[config.mk]
export PLATFORM = sky130hd
export DESIGN_NAME = hist_uploader
export DESIGN_NICKNAME = d
export VERILOG_FILES = /design/src/rtl/hist_uploader.sv
export SDC_FILE = /design/constraint.sdc
export NUM_CORES = 1
export LEC_CHECK = 0
export CORE_ASPECT_RATIO = 1.5
export CORE_UTILIZATION = 49
export CTS_CLUSTER_SIZE = 10
export DETAILED_ROUTE_END_ITERATION = 10
export GPL_TIMING_DRIVEN = 0
export PLACE_DENSITY = 0.81
export SLEW_MARGIN = 20
export SYNTH_ARGS = -nofsm -noshare
export SYNTH_HDL_FRONTEND = slang
export SYNTH_SLANG_ARGS = --single-unit
export TNS_END_PERCENT = 1
[constraint.sdc]
create_clock -name clk -period 1.84 [get_ports clk]
set_input_delay 0.368 -clock clk [delete_from_list [all_inputs] [get_ports clk]]
set_output_delay 0.368 -clock clk [all_outputs]
set_load 0.05 [all_outputs]
[src/rtl/hist_uploader.sv]
// hist_uploader: streams histogram bin counts from the histogram RAM read port
// to the UART_TX byte interface. Each bin is sent LSB first, then MSB. One
// terminator byte follows the last bin, giving 2*N+1 bytes for N bins.
module hist_uploader #(
    parameter int          ADDR_W   = 10,
    parameter int          DATA_W   = 16,
    parameter logic [7:0]  END_BYTE = 8'hFF
) (
    input  logic              clk,
    input  logic              areset,
    input  logic              start,
    input  logic              abort,
    input  logic [ADDR_W-1:0] base_addr,
    input  logic [ADDR_W-1:0] num_bins,
    output logic              busy,
    output logic              done,
    output logic              ram_rd_en,
    output logic [ADDR_W-1:0] ram_rd_addr,
    input  logic [DATA_W-1:0] ram_rd_data,
    output logic              tx_dv,
    output logic [7:0]        tx_byte,
    input  logic              tx_active,
    input  logic              tx_done
);

    typedef enum logic [3:0] {
        S_IDLE,
        S_RD,
        S_RD_WAIT,
        S_LSB,
        S_LSB_WAIT,
        S_MSB,
        S_MSB_WAIT,
        S_END,
        S_END_WAIT,
        S_DONE
    } state_t;

    state_t              state;
    state_t              state_next;
    logic [ADDR_W-1:0]   addr;       // address of the bin being sent
    logic [ADDR_W-1:0]   remaining;  // bins still to send, including the current one
    logic [DATA_W-1:0]   hold;       // bin count captured from the RAM
    logic                abort_q;    // abort seen during this upload

    // State register; areset returns every output to its idle value at once
    // because all outputs are decoded from this register.
    // NOTE: sequential state uses non-blocking assignments so every flop
    // samples the pre-edge values of the others.
    always_ff @(posedge clk or posedge areset) begin
        if (areset) begin
            state <= S_IDLE;
        end else begin
            state <= state_next;
        end
    end

    // Upload parameters, bin holding register and abort latch.
    always_ff @(posedge clk or posedge areset) begin
        if (areset) begin
            addr      <= '0;
            remaining <= '0;
            hold      <= '0;
            abort_q   <= 1'b0;
        end else begin
            case (state)
                S_IDLE: begin
                    // Parameters are captured only here, so they stay frozen
                    // for the whole upload.
                    if (start) begin
                        addr      <= base_addr;
                        remaining <= num_bins;
                    end
                end
                S_RD_WAIT: begin
                    hold <= ram_rd_data;
                end
                S_MSB_WAIT: begin
                    if (tx_done) begin
                        addr      <= addr + ADDR_W'(1);   // wraps mod 2^ADDR_W
                        remaining <= remaining - ADDR_W'(1);
                    end
                end
                default: begin
                end
            endcase

            // Abort only matters once an upload is running; a new upload
            // always starts with it clear.
            if (state == S_IDLE) begin
                abort_q <= 1'b0;
            end else if (abort) begin
                abort_q <= 1'b1;
            end
        end
    end

    // Next-state and output decode.
    // NOTE: every signal driven here gets a default first, so no path can
    // leave one unassigned and infer a latch.
    always_comb begin
        state_next  = state;
        busy        = 1'b1;
        done        = 1'b0;
        ram_rd_en   = 1'b0;
        ram_rd_addr = '0;
        tx_dv       = 1'b0;
        tx_byte     = 8'h00;

        case (state)
            S_IDLE: begin
                busy = 1'b0;
                if (start) begin
                    state_next = (num_bins == '0) ? S_END : S_RD;
                end
            end
            S_RD: begin
                ram_rd_en   = 1'b1;
                ram_rd_addr = addr;
                state_next  = S_RD_WAIT;
            end
            S_RD_WAIT: begin
                state_next = S_LSB;
            end
            S_LSB: begin
                tx_byte = hold[7:0];
                // An abort that arrived before this bin's LSB went out skips
                // the bin entirely.
                if (abort_q) begin
                    state_next = S_END;
                end else if (!tx_active) begin
                    tx_dv      = 1'b1;
                    state_next = S_LSB_WAIT;
                end
            end
            S_LSB_WAIT: begin
                if (tx_done) begin
                    state_next = S_MSB;
                end
            end
            S_MSB: begin
                // The MSB always follows its LSB, even after an abort.
                tx_byte = hold[15:8];
                if (!tx_active) begin
                    tx_dv      = 1'b1;
                    state_next = S_MSB_WAIT;
                end
            end
            S_MSB_WAIT: begin
                // An abort arriving on the same cycle as tx_done still stops
                // the next RAM read.
                if (tx_done) begin
                    if (remaining == ADDR_W'(1) || abort_q || abort) begin
                        state_next = S_END;
                    end else begin
                        state_next = S_RD;
                    end
                end
            end
            S_END: begin
                tx_byte = END_BYTE;
                if (!tx_active) begin
                    tx_dv      = 1'b1;
                    state_next = S_END_WAIT;
                end
            end
            S_END_WAIT: begin
                if (tx_done) begin
                    state_next = S_DONE;
                end
            end
            S_DONE: begin
                done       = 1'b1;
                state_next = S_IDLE;
            end
            default: begin
                state_next = S_IDLE;
            end
        endcase
    end

endmodule

## Word level (Yosys, flattened, before mapping)

Index checks and enable logic that the tools add are counted.

- Register bits: 41
- Input port bits: 42

- Add/sub/neg operators: 2
- Equal/unequal tests: 17
- Mux-type cells: 27
- Reduce and logical (&&, ||, !) cells: 9

Operator list:

| operator | number |
|---|---|
| 2-to-1 mux 10 bit | 5 |
| one-hot mux 10 bit (2 select lines) | 2 |
| one-hot mux 4 bit (9 select lines) | 1 |
| 2-to-1 mux 4 bit | 8 |
| one-hot mux 8 bit (3 select lines) | 1 |
| == test 4 x 3 -> 1 bit, second input constant | 4 |
| inequality test 2 bit, second input constant | 6 |
| adder 10 x 1 -> 10 bit, second input constant | 1 |
| == test 10 x 1 -> 1 bit, second input constant | 1 |
| logical NOT 10 bit | 1 |
| subtractor 10 x 1 -> 10 bit, second input constant | 1 |
| == test 4 x 2 -> 1 bit, second input constant | 2 |
| == test 4 bit, second input constant | 2 |
| 2-to-1 mux 1 bit | 7 |
| AND reduction 7 bit | 1 |
| 2-to-1 mux 3 bit | 2 |
| == test 4 x 1 -> 1 bit, second input constant | 1 |
| logical NOT 4 bit | 1 |
| nonzero test 2 bit | 2 |
| inequality test 3 bit, second input constant | 1 |
| AND reduction 3 bit | 1 |
| logical OR 1 bit | 2 |
| one-hot mux 1 bit (2 select lines) | 1 |
| OR reduction 2 bit | 1 |

## Depth between registers and ports, before layout

- Depth after elaboration: 6
- Depth in mapped cells: 7

## Worst setup path before layout

Ideal clock, no wire load.

- Path kind: reg-to-output
- Start point: register state[3]
- End point: output ram_rd_addr[8]
- Data arrival time: 2.351 ns
- Required time: 1.472 ns
- Path slack: -0.879 ns
- Cell stages (with the launch flop): 5
- Path buffers: 1
- Cell sequence: dfrtp_1 > inv_1 > nand2_1 > clkbuf_1 > nor4_1

- Cells in the longest elaborated chain, start to end: 2

Ends and longest elaborated chain:

| element | line | text |
|---|---|---|
| start: declaration | 39 | `state_t state;` |
| start signal: assignment | 54 | `state <= state_next;` |
| == test 4 x 1 -> 1 bit | 110 | `case (state)` |
| 2-to-1 mux 10 bit | 110 |  |
| end: declaration | 18 | `output logic [ADDR_W-1:0] ram_rd_addr,` |

No other way between the ends.

## Worst setup path in the final report

Same ends and word-level chain as after synthesis.

==> results.cfg <==
[outcome]
status = complete, but fails checks
violations = negative setup slack

[sta]
finalCritPeriodShare_pct = 105.4
worst_slew_pin_slew_ns = 0.3580
hold_violations = 0
fin_crit_ns = 1.939
fin_worst_skew_ns = 0.009007
grt_setup_unrepaired = yes
finalSetupViolCount = 29
timing.fmax_mhz = 515.7
tns_ns = -1.414
maxSlewHeadroom_pct = 75.52
fin_ws_ns = -0.09930
final_max_slew_viol_count = 0

[clock_tree]
cts.clk_slew.worst_paths_ns = 0.08
clockBufferDepth = 2
clock_latency_ns = 0.30
cts_tree = built
h-tree-depth = 2
hold_buffers = 0
cts.sinks = 41
numCtsBuffers = 5
cts_root_buffer = clkbuf_8

[hold_path]
hold_path_class = in2async

[yosys]
synth.avg_cell_area_sq_um = 8.847
yosysWarnings = 0
syn_nets = 326
post_synth_and_or_nand_nor_area_fraction_pct = 22.90
synthMuxAreaShare_pct = 7.650
syn_inst = 281
synth_xor_area_share_pct = 0
synth_edf_count = 0
synth-compound-area-share_pct = 21.19
synth_top_family_by_area = simple AND/OR/NAND/NOR gates
synth_cell_types = 52
seq_area_frac_synth_pct = 41.27
ys_async_sr_fraction_pct = 100.0
synth_area_sq_um = 2486
ys.flop_type = dfrtp_1
synth-seq-cells = 41
synth-adder-area-share_pct = 1.510

[cells_and_area]
n_antenna_cell = 0
fin_area_sq_um = 3926
finish.net_count = 420
area_growth_pct = 57.93
drive_gt1_share_pct = 34.13
layout.cells.non_filler = 441

[global_routing]
grt_pass1_vias = 2445
grt_max_degree = 33
antenna_found_initial = 0
grt-ovfl-total = 0
grt_pass1_wl_um = 11210
grtUsageTotal_pct = 28.01

[setup_path]
critPathMaxFanout = 7
r2r-start = state[3]$_DFFE_PP0P_
cp-end-kind = primary output
start_kind = flop
required_ns = 1.47
worstSetupPathType = reg2out
cp-startpoint = state[3]$_DFFE_PP0P_
critical_path_arrival_ns = 1.57

[power_and_ir_drop]
vdd_drop_max_mv = 1.277
p_leak_nw = 1.595
power_density_nw_per_um2 = 1900
p_total_mw = 7.460

[place]
dpl.cell_count = 411
dp_hpwl_um = 4774
pre_cts_slack_ns = -0.9861
io_buffers = 63
postPlaceCellArea_sq_um = 3408
gp_congestion = 0.8838

[route]
wl_per_cell_um = 18.96
via_count = 2659
vias_per_cell = 6.029
first_iter_violations = 91
drc = 0
dr.pass1.iters = 5
ant_nets = 0
routed_wl_um = 8363

[floorplan]
placementRows = 31
ios = 64
die-area_sq_um = 5369
die_w_um = 60.16
fp.dieH_um = 89.24
coreArea_sq_um = 4848
initial_core_util_pct = 51.28

[job]
cap_violations = 0
==> stage by stage <==
step	util (%)	hold WS, ns
final	80.98	0.3167
after global routing	80.98	0.3520
after CTS	76.41	0.3125
after detailed placement	70.30	0.4697
after global placement	69.88	0.4630
after floorplan	-	0.4525
==> final cells by class <==
class,count,area [sq um]
buffer,19,227.7
clock buffer,6,72.57
clock inverter,1,5.005
fill,291,922.1
inverter,8,32.53
multi-input combinational,213,1574
sequential,41,1031
tap,66,82.58
timing repair buffer,87,900.9
==> worst paths after layout <==
kind	endpoint	slack (ns)	cells after the start
setup / recovery	ram_rd_addr[8]	-0.1	5
hold / removal	addr[2]$_DFFE_PP0P_	0.32	2
setup reg to reg	hold[1]$_DFFE_PP0P_	-0.06	7
hold reg to reg	remaining[9]$_DFFE_PP0P_	0.51	2
max in group asynchronous	state[0]$_DFFE_PP0P_	1.07	3
min in group clk	remaining[9]$_DFFE_PP0P_	0.51	2
==> where the power goes <==
part           switching [mW]  total, mW  internal [mW]
clock network           0.320      0.579          0.258
registers               0.459       1.82           1.36
logic                    2.77       5.06           2.29
==> sequential cells by signal, indices dropped and copies added (netlist names) <==
register / count
state: 4
addr: 10
hold: 16
abort_q: 1
remaining: 10
==> critical path, stage by stage (launching register included) <==
cell       delay, ns
dfrtp_2         0.44
inv_4           0.09
nand2_8         0.07
clkbuf_16       0.17
nor4_4          0.30
buf_6           0.20
==> Yosys cell counts (2+ instances only) <==
master	instances	share of area, %
nor2b_1	3	0.75
clkbuf_1	3	0.45
o22ai_1	3	0.75
o21ai_1	11	2.2
mux2_2	6	2.7
o21ai_0	17	3.4
nor3_2	2	0.81
ha_1	3	1.5
nor3_1	9	1.8
nor2_1	20	3.0
and4_1	2	0.70
mux2_1	10	4.5
o211ai_1	2	0.60
or3_1	2	0.50
a21oi_1	34	6.8
buf_4	4	1.2
inv_1	8	1.2
buf_2	10	2.0
nand3_1	8	1.6
and3_1	3	0.75
dfrtp_1	41	41
o32ai_1	2	0.70
a31oi_1	6	1.5
nand2_1	29	4.4
nor4_1	5	1.3
and2_1	9	2.3
nand4_1	2	0.50
o2bb2ai_1	2	0.70
a21o_1	2	0.60
==> layout by cell type (no fill, tap or decap), types with 9 or more instances in the layout <==
cell and n:
buf_8 11, o21ai_0 9, o21ai_2 9, nand2_1 28
nor2_1 19, clkdlybuf4s50_1 41, buf_4 23, buf_6 18
dfrtp_1 37, a21oi_1 25, o21ai_1 11
==> cells by family after synthesis <==
logic type / Yosys count
buffers and inverters: 27
muxes: 17
adders and majority gates: 3
and+or+nand+nor: 104
DFF: 41
AOI/OAI and AO/OA: 89
==> repair_timing <==
item / 4_1_cts / 5_1_grt
endpoints found under the setup margin: 22 / 48
buffers inserted: 10 / 12
gates resized for setup: 184 / 33
cloned: 0 / 1
hold endpoints to repair: 0 / 0
pin swaps: 3 / 5
==> per-layer routing <==
layer | up-vias | routed length [um] | GRT usage [%]
li1 | 1205 | - | -
met1 | 1290 | 3089 | 31.55
met2 | 127 | 4417 | 50.85
met3 | 37 | 496 | 5.210
met4 | 0 | 359 | 10.78
met5 | - | 0 | 0
Note: power is estimated with default switching activity, not from simulation.
